File: config.mk
export PLATFORM = sky130hd
export DESIGN_NAME = alu_issue_arbiter
export DESIGN_NICKNAME = d
export VERILOG_FILES = /design/src/rtl/alu_issue_arbiter.sv
export SDC_FILE = /design/constraint.sdc
export NUM_CORES = 1
export LEC_CHECK = 0
export CORE_AREA = 3 3 488 490
export DETAILED_ROUTE_END_ITERATION = 8
export DIE_AREA = 0 0 491 493
export HOLD_SLACK_MARGIN = 0.08
export PLACE_DENSITY_LB_ADDON = 0.08
export SYNTH_ARGS = -nofsm -noshare
export SYNTH_HDL_FRONTEND = slang
export SYNTH_SLANG_ARGS = --single-unit
File: constraint.sdc
create_clock -name c -period 5.6 [get_ports c]
set_input_delay 0.84 -clock c [delete_from_list [all_inputs] [get_ports c]]
set_output_delay 0.84 -clock c [all_outputs]
set_load 0.02 [all_outputs]
File: src/rtl/alu_issue_arbiter.sv
// Purpose: round-robin share of two integer ALU lanes between NREQ requesters; tag returns each result to its issuer.
// Latency: handshake at edge N, ALU operands registered at N, response visible for one cycle after edge N+1.
// Backpressure: req_ready grants up to two requesters per cycle; responses cannot be stalled by the requester.
// Optional build macro: ALU_ISSUE_ARB_STATS_EN enables the saturating issue_count counter (tied to 0 otherwise).
module alu_issue_arbiter #(
    parameter int              NREQ   = 4,
    parameter int              DW     = 64,
    parameter int              OPW    = 8,
    parameter logic [OPW-1:0]  NOP_OP = 8'h80
) (
    input  logic                c,
    input  logic                rst,
    input  logic [NREQ-1:0]     req_valid,
    output logic [NREQ-1:0]     req_ready,
    input  logic [NREQ*DW-1:0]  req_a,
    input  logic [NREQ*DW-1:0]  req_b,
    input  logic [NREQ*OPW-1:0] req_op,
    output logic [DW-1:0]       alu_a0,
    output logic [DW-1:0]       alu_b0,
    output logic [OPW-1:0]      alu_op0,
    output logic [DW-1:0]       alu_a1,
    output logic [DW-1:0]       alu_b1,
    output logic [OPW-1:0]      alu_op1,
    input  logic [DW-1:0]       alu_out0,
    input  logic [DW-1:0]       alu_out1,
    output logic [NREQ-1:0]     rsp_valid,
    output logic [NREQ*DW-1:0]  rsp_data,
    output logic [31:0]         issue_count
);

    localparam int              PW     = (NREQ > 1) ? $clog2(NREQ) : 1;
    localparam logic [PW:0]     NREQ_W = (PW+1)'(NREQ);
    localparam logic [PW-1:0]   LAST   = PW'(NREQ - 1);

    logic [PW-1:0] rr_ptr;
    logic [PW:0]   scan;
    logic          g0_vld, g1_vld;
    logic [PW-1:0] g0_idx, g1_idx, last_idx;

    logic          lane0_vld, lane1_vld;
    logic [PW-1:0] lane0_tag, lane1_tag;
    logic          rsp0_vld, rsp1_vld;
    logic [PW-1:0] rsp0_tag, rsp1_tag;

    // Scan from rr_ptr with wrap; first valid requester takes lane 0, second takes lane 1.
    always_comb begin
        g0_vld = 1'b0;
        g1_vld = 1'b0;
        g0_idx = '0;
        g1_idx = '0;
        scan   = '0;
        for (int k = 0; k < NREQ; k++) begin
            scan = {1'b0, rr_ptr} + (PW+1)'(k);
            if (scan >= NREQ_W) begin
                scan = scan - NREQ_W;
            end
            if (!rst && req_valid[scan[PW-1:0]]) begin
                if (!g0_vld) begin
                    g0_vld = 1'b1;
                    g0_idx = scan[PW-1:0];
                end else if (!g1_vld) begin
                    g1_vld = 1'b1;
                    g1_idx = scan[PW-1:0];
                end
            end
        end
    end

    // Grants are a subset of req_valid, so a grant is a completed handshake.
    always_comb begin
        req_ready = '0;
        if (g0_vld) req_ready[g0_idx] = 1'b1;
        if (g1_vld) req_ready[g1_idx] = 1'b1;
    end

    assign last_idx = g1_vld ? g1_idx : g0_idx;

    // Pointer advance and issue stage: register granted operands into their lane, idle lanes get NOP_OP.
    always_ff @(posedge c) begin
        if (rst) begin
            rr_ptr    <= '0;
            lane0_vld <= 1'b0;
            lane1_vld <= 1'b0;
            lane0_tag <= '0;
            lane1_tag <= '0;
            alu_a0    <= '0;
            alu_b0    <= '0;
            alu_op0   <= NOP_OP;
            alu_a1    <= '0;
            alu_b1    <= '0;
            alu_op1   <= NOP_OP;
        end else begin
            if (g0_vld) begin
                rr_ptr <= (last_idx == LAST) ? '0 : last_idx + PW'(1);
            end
            lane0_vld <= g0_vld;
            lane1_vld <= g1_vld;
            if (g0_vld) begin
                lane0_tag <= g0_idx;
                alu_a0    <= req_a[g0_idx*DW +: DW];
                alu_b0    <= req_b[g0_idx*DW +: DW];
                alu_op0   <= req_op[g0_idx*OPW +: OPW];
            end else begin
                alu_op0   <= NOP_OP;
            end
            if (g1_vld) begin
                lane1_tag <= g1_idx;
                alu_a1    <= req_a[g1_idx*DW +: DW];
                alu_b1    <= req_b[g1_idx*DW +: DW];
                alu_op1   <= req_op[g1_idx*OPW +: OPW];
            end else begin
                alu_op1   <= NOP_OP;
            end
        end
    end

    // Result stage: tags follow the ALU's own output register by one edge.
    always_ff @(posedge c) begin
        if (rst) begin
            rsp0_vld <= 1'b0;
            rsp1_vld <= 1'b0;
            rsp0_tag <= '0;
            rsp1_tag <= '0;
        end else begin
            rsp0_vld <= lane0_vld;
            rsp1_vld <= lane1_vld;
            rsp0_tag <= lane0_tag;
            rsp1_tag <= lane1_tag;
        end
    end

    // Route each valid lane result to the requester that issued it; the two tags never collide.
    always_comb begin
        rsp_valid = '0;
        rsp_data  = '0;
        if (rsp0_vld) begin
            rsp_valid[rsp0_tag]          = 1'b1;
            rsp_data[rsp0_tag*DW +: DW]  = alu_out0;
        end
        if (rsp1_vld) begin
            rsp_valid[rsp1_tag]          = 1'b1;
            rsp_data[rsp1_tag*DW +: DW]  = alu_out1;
        end
    end

`ifdef ALU_ISSUE_ARB_STATS_EN
    logic [31:0] cnt_q;
    logic [32:0] cnt_sum;

    assign cnt_sum = {1'b0, cnt_q} + 33'(g0_vld) + 33'(g1_vld);

    // Saturating count of accepted requests.
    always_ff @(posedge c) begin
        if (rst) begin
            cnt_q <= '0;
        end else begin
            cnt_q <= cnt_sum[32] ? 32'hFFFF_FFFF : cnt_sum[31:0];
        end
    end

    assign issue_count = cnt_q;
`else
    assign issue_count = '0;
`endif

endmodule

==> flow_summary.yaml <==
outcome:
  status: "complete, no violations"
finish:
  fin_util_pct: 16.25
  final_layout_size_suffix_gt1_share_pct: 4.579
  nNetsFinal: 4890
  syn2layout_area_growth_pct: 81.72
  n_fill_cell: 26710
detailed_routing:
  drt-pass1-iter-count: 6
  viasPerCell: 3.968
  wire_per_inst_um: 29.39
  route.vias.total: 29390
  dr.first_iter.drc_count: 2005
  post-route-drc-count: 0
  wirelength_um: 217700
  antenna_left: 0
power:
  power_leakage_nw: 13.55
  peakVddDrop_mv: 0.2133
  p_per_area_nw_per_um2: 310.4
clock_network:
  clk_pin_slew_worst_paths_ns: 0.05
  insertion_delay_ns: 0.66
  cts_tree: "yes"
  cts_root_buf: "clkbuf_16"
  cts_made_buffers: 49
  postCtsSetupBuffers: 0
  cts_hold_buf: 0
  clock_path_buffers: 3
  cts.sink_count: 286
  cts_resized: 0
  htreeDepth: 2
global_routing:
  grt_pass1_wl_um: 287100
  antenna_found_initial: 83
  grt_pass1_vias: 29270
  grt_overflow_total: 0
  grt.total_usage_pct: 17.04
  grt_max_degree: 146
floorplanning:
  io_pins: 1246
  row_count: 178
  initial_utilization_pct: 8.942
  core-area_um2: 234500
  dieArea_um2: 242100
  fp.dieW_um: 491
  die_h_um: 493
setup_path:
  crit_path_end: "req_ready[2]"
  cp_cell_sequence: "clkdlybuf4s50_1 > mux4_2 > and2_1 > ha_1 > or3b_2 > o2111ai_1 > a32o_4 > o22ai_1 > clkdlybuf4s50_1"
  critical_path_arrival_ns: 4.31
  cp-end-kind: "output port"
  worstRegToRegCells: 11
  r2r_slack_ns: 1.80
  path_class: "in2out"
  crit_path_max_fanout: 4
  r2r-start: "rr_ptr[1]"
  cp.required_ns: 4.76
  path_buf_inv: 2
  start_kind: "input port"
  worstSetupStartpoint: "req_valid[0]"
  cp_top_family: "buffers and inverters"
  cpMostUsedCell: "clkdlybuf4s50_1"
  rr_endpoint: "alu_a0[63]"
  cp.depth: 9
  max_stage_delay_ns: 0.78
  cpMaxStageDelayCell: "clkdlybuf4s50_1"
yosys:
  synth_edf_count: 0
  async_flop_share_pct: 0
  syn_inst: 3200
  syn_area_per_cell_um2: 6.553
  yosys_warnings: 0
  yosysSeqAreaShare_pct: 27.30
  ys_ff_latch: 286
  synth_cell_types: 61
  yosys_most_used_dff: "dfxtp_1"
  synth_area_um2: 20970
timing:
  maxClockFrequency_ghz: 0.1943
  max_slew_margin_pct: 31.86
  worstMarginPinSlew_ns: 1.022
  drv_slew: 0
  rsz0062_at_grt: "no"
  post-route-period-util_pct: 91.92
  fin_skew_ns: 0.04061
  period_minus_slack_ns: 5.147
  setup_total_negative_slack_ns: 0
  hold_violations: 0
  setup_viol: 0
  postLayoutSetupSlackWorst_ns: 0.4526
placement:
  port_buffers: 1213
  dp_hpwl_um: 160800
  preCtsSetupSlack_ns: 0.4188
  gp_congestion: 0.8452
min_path:
  hold_path.class: "reg2reg"
run:
  drv_cap: 0
==> metrics by stage <==
stage / hold WS, ns / instance area (um2) / power, mW / cells
global route: 0.4518 / 38070 / 12.56 / 7393
detailed placement: 0.4258 / 36460 / 8.882 / 7296
global placement: 0.4363 / 36460 / 8.913 / 7296
floorplan: 0.4138 / 21090 / 5.511 / 3231
finish: 0.4354 / 38110 / 11.83 / 7407
CTS: 0.4326 / 38060 / 12.25 / 7387
==> cells by family after synthesis <==
kind of cell | share of synthesized area [%]
AND/OR/NAND/NOR | 37.08
AO/OA/AOI/OAI | 24.77
buffers and inverters | 8.717
flip-flops | 27.30
multiplexers | 1.074
adder cells (fa/ha/maj) | 0.9487
XOR/XNOR | 0.08355
other | 0.01788
==> layout make-up <==
type,count,area [um2],area share [%]
diodes,20,50.05,0.1313
multi-input cells,2556,13650,35.83
inverters,9,51.30,0.1346
clock inverters,12,116.4,0.3054
well taps,3150,3941,10.34
flip-flops and latches,286,5725,15.02
repair buffers,1295,13090,34.35
clock buffers,79,1479,3.881
==> flip-flops by register name (all words and copies together) (netlist names) <==
register,cells
alu_op0,8
alu_b1,64
rsp0_tag,2
alu_a0,64
rsp1_tag,2
lane1_vld,1
rsp0_vld,1
alu_op1,8
rsp1_vld,1
rr_ptr,2
alu_b0,64
alu_a1,64
lane0_vld,1
lane0_tag,2
lane1_tag,2
==> worst register-to-register path, stage by stage (launching register included) <==
cell	delay (ns)
dfxtp_1	0.31
buf_4	0.29
mux4_2	0.64
and2_1	0.21
ha_1	0.29
or3b_2	0.45
o2111ai_1	0.20
a32o_4	0.28
buf_12	0.32
nand3_1	0.38
nand3_1	0.27
nand2_1	0.09
==> worst min-delay path by stage <==
stage / start / to / slack, ns / cells after the start
2_1_floorplan: lane0_vld / rsp0_vld / 0.41 / 1
3_3_place_gp: lane0_vld / rsp0_vld / 0.44 / 1
3_5_place_dp: lane0_vld / rsp0_vld / 0.43 / 1
4_1_cts: lane0_vld / rsp0_vld / 0.43 / 1
5_1_grt: lane1_vld / rsp1_vld / 0.45 / 1
6_report: lane0_vld / rsp0_vld / 0.44 / 1
==> power breakdown <==
part           total (mW)  switching (mW)  internal, mW
logic                5.90            3.76          2.15
clock network        3.19            1.34          1.85
registers            2.73           0.262          2.47
==> layer usage <==
layer / up-vias / share of wire, % / track usage, %
li1: 13430 / - / -
met1: 14400 / 37 / 17.98
met2: 1183 / 52 / 31.60
met3: 273 / 7.7 / 5.643
met4: 100 / 3.6 / 5.590
met5: - / 0.29 / 0
==> Yosys cell counts, types with 15 or more instances <==
cell / instances / area (um2)
a31oi_1: 128 / 800.8
buf_2: 39 / 195.2
mux2i_1: 18 / 180.2
a22oi_1: 128 / 960.9
dfxtp_1: 286 / 5725
a22o_1: 260 / 2277
buf_4: 42 / 315.3
ha_1: 15 / 187.7
clkbuf_1: 268 / 1006
nand2_1: 939 / 3525
o21ai_0: 133 / 665.6
buf_6: 20 / 225.2
nand3_1: 771 / 3859
==> placed cells by master, fill, tap and decap left out, types with 7 or more instances in the layout <==
cell type / synthesis / final
buf_4: 42 / 58
nor2b_1: 12 / 12
nand3_1: 771 / 770
clkbuf_8: 0 / 14
mux2i_1: 18 / 18
a22o_1: 260 / 260
a21o_1: 7 / 7
a31oi_1: 128 / 128
and3_1: 8 / 7
a21oi_1: 14 / 14
conb_1: 1 / 32
nor2_1: 11 / 10
o21ai_0: 133 / 133
nand2_1: 939 / 939
a22oi_1: 128 / 128
buf_12: 0 / 27
o22ai_1: 12 / 12
clkbuf_16: 0 / 49
ha_1: 15 / 15
diode_2: 0 / 20
clkdlybuf4s50_1: 0 / 1209
a311oi_1: 7 / 7
clkbuf_1: 268 / 16
dfxtp_1: 286 / 286
(Power assumes the default switching activity.)
